<file path="src/rtl/fat_pkg.sv">
// Shared definitions for the A/B->N/R receive-side decoder: shadow state encoding
// (must match the transmitting FSM) and the per-sample decode table.
package fat_pkg;

  typedef enum logic [1:0] {
    ST_X = 2'b00,
    ST_Y = 2'b01,
    ST_Z = 2'b10
  } state_t;

  typedef struct packed {
    logic   valid;
    logic   bit_val;
    state_t next;
    logic   violation;
  } decode_t;

  // Recover the driven input bit from one (state, N, R) observation.
  function automatic decode_t decode(input state_t s, input logic n, input logic r);
    decode_t d;
    d.valid     = 1'b0;
    d.bit_val   = 1'b0;
    d.next      = s;
    d.violation = 1'b0;
    if (n && r) begin
      d.violation = 1'b1;
    end else begin
      case (s)
        ST_X: begin
          if (n) begin
            d.violation = 1'b1;
          end else begin
            d.valid   = 1'b1;
            d.bit_val = r;
            d.next    = r ? ST_Y : ST_Z;
          end
        end
        ST_Y: begin
          if (n || r) begin
            d.valid   = 1'b1;
            d.bit_val = n;
            d.next    = ST_Y;
          end else begin
            d.violation = 1'b1;
          end
        end
        ST_Z: begin
          if (n) begin
            d.valid   = 1'b1;
            d.bit_val = 1'b0;
            d.next    = ST_X;
          end else if (r) begin
            d.valid   = 1'b1;
            d.bit_val = 1'b1;
            d.next    = ST_Y;
          end else begin
            d.violation = 1'b1;
          end
        end
        default: d.violation = 1'b1;
      endcase
    end
    return d;
  endfunction

endpackage

</file>
<file path="src/rtl/fat_fifo.sv">
// Small synchronous FIFO for recovered words; a push while full only lands if a
// pop happens on the same edge.
module fat_fifo #(
  parameter int WIDTH = 8,
  parameter int DEPTH = 4
) (
  input  logic             clk,
  input  logic             rst_n,
  input  logic             push,
  input  logic [WIDTH-1:0] push_data,
  input  logic             pop,
  output logic [WIDTH-1:0] pop_data,
  output logic             full,
  output logic             empty
);

  localparam int AW = $clog2(DEPTH);

  logic [WIDTH-1:0] mem [DEPTH];
  logic [AW-1:0]    wr_ptr;
  logic [AW-1:0]    rd_ptr;
  logic [AW:0]      count;
  logic             do_push;
  logic             do_pop;

  assign full     = (count == (AW+1)'(DEPTH));
  assign empty    = (count == '0);
  assign do_pop   = pop && !empty;
  assign do_push  = push && (!full || do_pop);
  // Head reads as zero when empty so the output never shows stale storage.
  assign pop_data = empty ? '0 : mem[rd_ptr];

  always_ff @(posedge clk or negedge rst_n) begin
    if (!rst_n) begin
      wr_ptr <= '0;
      rd_ptr <= '0;
      count  <= '0;
    end else begin
      if (do_push) wr_ptr <= wr_ptr + AW'(1);
      if (do_pop)  rd_ptr <= rd_ptr + AW'(1);
      case ({do_push, do_pop})
        2'b10:   count <= count + (AW+1)'(1);
        2'b01:   count <= count - (AW+1)'(1);
        default: count <= count;
      endcase
    end
  end

  always_ff @(posedge clk) begin
    if (do_push) mem[wr_ptr] <= push_data;
  end

endmodule

</file>
<file path="src/rtl/fat_decoder.sv">
// Shadows the N/R signalling FSM, recovers its input bits, packs them LSB-first
// into words and queues them behind a valid/ready FIFO; resyncs after violations.
module fat_decoder
  import fat_pkg::*;
#(
  parameter int WIDTH = 8,
  parameter int DEPTH = 4
) (
  input  logic             clk,
  input  logic             rst_n,
  input  logic             N,
  input  logic             R,
  output logic [WIDTH-1:0] out_data,
  output logic             out_valid,
  input  logic             out_ready,
  output logic             sync,
  output logic             err,
  output logic             overflow
);

  localparam int CW = $clog2(WIDTH);

  state_t           state;
  decode_t          dec;
  logic [CW-1:0]    bit_count;
  logic [WIDTH-1:0] shift_reg;
  logic [WIDTH-1:0] next_word;
  logic             push_pending;
  logic [WIDTH-1:0] push_data;
  logic             full;
  logic             empty;
  logic             pop;

  always_comb dec = decode(state, N, R);

  assign next_word = {dec.bit_val, shift_reg[WIDTH-1:1]};
  assign out_valid = !empty;
  assign pop       = out_valid && out_ready;

  // While unsynced only R alone is trusted, since every state answers R=1 with Y.
  always_ff @(posedge clk or negedge rst_n) begin
    if (!rst_n) begin
      state        <= ST_X;
      sync         <= 1'b1;
      err          <= 1'b0;
      bit_count    <= '0;
      shift_reg    <= '0;
      push_pending <= 1'b0;
      push_data    <= '0;
    end else begin
      err          <= 1'b0;
      push_pending <= 1'b0;
      if (!sync) begin
        if (R && !N) begin
          state <= ST_Y;
          sync  <= 1'b1;
        end
      end else if (dec.violation) begin
        err       <= 1'b1;
        sync      <= 1'b0;
        bit_count <= '0;
        shift_reg <= '0;
      end else if (dec.valid) begin
        state <= dec.next;
        if (bit_count == CW'(WIDTH - 1)) begin
          push_pending <= 1'b1;
          push_data    <= next_word;
          bit_count    <= '0;
          shift_reg    <= '0;
        end else begin
          shift_reg <= next_word;
          bit_count <= bit_count + CW'(1);
        end
      end
    end
  end

  always_ff @(posedge clk or negedge rst_n) begin
    if (!rst_n) begin
      overflow <= 1'b0;
    end else if (push_pending && full && !pop) begin
      overflow <= 1'b1;
    end
  end

  fat_fifo #(
    .WIDTH(WIDTH),
    .DEPTH(DEPTH)
  ) u_fifo (
    .clk      (clk),
    .rst_n    (rst_n),
    .push     (push_pending),
    .push_data(push_data),
    .pop      (pop),
    .pop_data (out_data),
    .full     (full),
    .empty    (empty)
  );

endmodule

</file>
<file path="config.mk">
export PLATFORM = sky130hd
export DESIGN_NAME = fat_decoder
export DESIGN_NICKNAME = d
export VERILOG_FILES = /design/src/rtl/fat_pkg.sv /design/src/rtl/fat_fifo.sv /design/src/rtl/fat_decoder.sv
export SDC_FILE = /design/constraint.sdc
export NUM_CORES = 1
export LEC_CHECK = 0
export ABC_AREA = 1
export CAP_MARGIN = 40
export CORE_MARGIN = 8
export CORE_UTILIZATION = 50
export CTS_CLUSTER_SIZE = 28
export DETAILED_ROUTE_END_ITERATION = 6
export PLACE_DENSITY = 0.72
export SLEW_MARGIN = 20
export SYNTH_ARGS = -nofsm -noshare
export SYNTH_HDL_FRONTEND = slang
export SYNTH_HIERARCHICAL = 1
export SYNTH_SLANG_ARGS = --single-unit
</file>
<file path="constraint.sdc">
create_clock -name clk -period 4.7 [get_ports clk]
set_input_delay 0.94 -clock clk [delete_from_list [all_inputs] [get_ports clk]]
set_output_delay 0.94 -clock clk [all_outputs]
set_load 0.02 [all_outputs]
</file>
==> results.txt <==
Max Cap Viol - 0
CTS max path bufs - 2
layout cells sized above 1 - 11.5%
Data required, critical path - 3.76 ns
Worst Path Arrival - 2.29 ns
gr ovfl total - 0
CTS tree - built
status - completed
Root Buffer - clkbuf_8
leak pwr - 1.64 nW
Antenna Cells - 0
sequential-to-total area share from yosys stat - 58.5%
I/O pins - 17
synth top area cells - edfxtp_1 32%, dfrtp_1 25%, nand2_1 12%
CTS clock-pin slew for the worst setup and hold paths - 0.07 ns
top-count cell post-synth - nand2_1
worst-margin pin slew - 0.789 ns
worst skew pair latency - 0.33 ns
Die Footprint - 8670 µm²
Rel. slew slack - 47.2%
Worst R2R Path Depth - 14
Net Count, Synth - 326
Sink Count - 63
Layout Skew - 0.00874 ns
Syn Area/Cell - 9.50 µm²
share of Yosys cell area claimed by the top area cell type - 32.3%
routability cong. - 0.831
top cells by count, synth - 97 x nand2_1, 56 x inv_1, 33 x nand3_1
Fin Setup TNS - 0 ns
Core Box Area - 5850 µm²
min cycle time layout - 3.23 ns
RR Startpoint - u_fifo/count[0]
DIE HEIGHT - 93.1 µm
worst hold stages - 1
cts hold-fix bufs - 0
overall power - 1.95 mW
min-delay src - overflow
ys async rst share - 49.2%
initial DRC count - 137
Pre-antenna DRT Iters - 4
postcts setup bufs - 0
Area Overhead vs Synth - 14.2%
Initial Util - 50.8%
input/output buffers - 16
post-DP HPWL - 3.46 mm
critical path class - reg2out
period utilisation layout - 68.8%
Worst Setup End Kind - output pin
DRC - 0
Util after Layout - 58.0%
TritonCTS Buffers - 9
FMAX - 309 MHz
Die W - 93.1 µm
R2R Path End - u_fifo/count[2]
Total GRT Usage - 12.9%
Total Routed Length - 4.96 mm
first-pass GRT wire length - 8.69 mm
CTS resizes - 0
Hold Path Class - reg2reg
Seq cells post-synth - 63
maximum fanout along the worst path - 19
Worst Hold Endpoint - overflow
max FFs per register - 32
YS warnings - 6
worst vdd ir - 0.389 mV
final net count - 346
RSZ-0062 raised after global routing - no
H-tree depth - 3
Distinct cells, synth - 30
drt via density - 4.79
dominant synthesized flop cell - edfxtp_1
worst reg2reg setup slack - 2.33 ns
vias in the first global route - 1880
num rows - 28
Final ANT Viol Nets - 0
routed len/inst - 12.0 µm
pins over their slew limit - 0
largest net degree at the start of global routing - 32
Post-Syn Instances - 313
Cell Pwr Density - 574 nW/µm²
initial antenna violation count - 0
endpoints failing setup - 0
Post-synth EDFFs - 32
synthesized area - 2970 µm²
leading area contributor after synthesis - edfxtp_1
Startpoint Class - flip-flop
final hold violation count - 0
vias - 1980
[cells by family (layout without fill, tap and decap cells)]
logic type	after synthesis	in the layout	share of synthesized area, %
fa+ha+maj	8	8	3.62
flops	63	63	58.5
xor+xnor	2	2	0.589
simple gates	149	149	21.8
buf+inv	69	94	10.4
compound gates	22	22	5.13
[per-layer routing]
metal,GRT usage [%],wire length (µm),vias to the layer above
met5,0,0,-
met4,7.11,82,0
met3,3.61,268,7
met2,20.1,2310,38
met1,15.8,2300,908
li1,-,-,1027
[report_power, final]
group          leakage, nW  internal (mW)  switching [mW]
logic                0.820          0.262           0.374
clock network        0.117          0.348           0.201
registers            0.700          0.658           0.107
[worst max-delay path by stage]
stage,startpoint,to,slack (ns),depth (start not counted)
detailed placement,out_ready,u_fifo/mem[3][3],1.75,7
global placement,out_ready,u_fifo/mem[3][3],1.81,7
finish,u_fifo/rd_ptr[0],out_data[5],1.47,5
CTS,u_fifo/rd_ptr[0],out_data[5],1.45,5
floorplan,out_ready,u_fifo/count[1],2.44,9
global route,u_fifo/rd_ptr[0],out_data[5],1.31,5
[through the flow]
step                instances  setup slack (ns)  area [µm²]  hold WS, ns
floorplan                 313              2.44        2970        0.455
global placement          397              1.81        3160        0.462
detailed placement        397              1.75        3160        0.463
CTS                       413              1.45        3400        0.479
global route              413              1.31        3400        0.491
finish                    413              1.47        3400        0.475
[area by class of cell]
class	instances	area, µm²
clock inverters	7	111
flip-flops and latches	63	1740
inverters	61	234
well taps	75	93.8
multi-input cells	181	927
repair buffers	17	168
clock buffers	9	124
fillers	502	2450
[critical path, stage by stage, from the launching register on]
cell	delay [ns]
dfrtp_1	0.81
inv_6	0.16
nand2_1	0.11
nand3_1	0.09
a21oi_1	0.15
clkdlybuf4s50_1	0.62
[placed cells by master (no fill, tap or decap), types with 4 or more instances in the layout]
master and count:
nand2_2 4, o21ai_2 7, nand3_1 33, edfxtp_1 32, dfrtp_1 30, clkbuf_8 9, inv_1 56, a21oi_1 8
clkdlybuf4s50_1 16, nand2_1 97, nor2_1 8, ha_1 7
(Power assumes the default switching activity.)
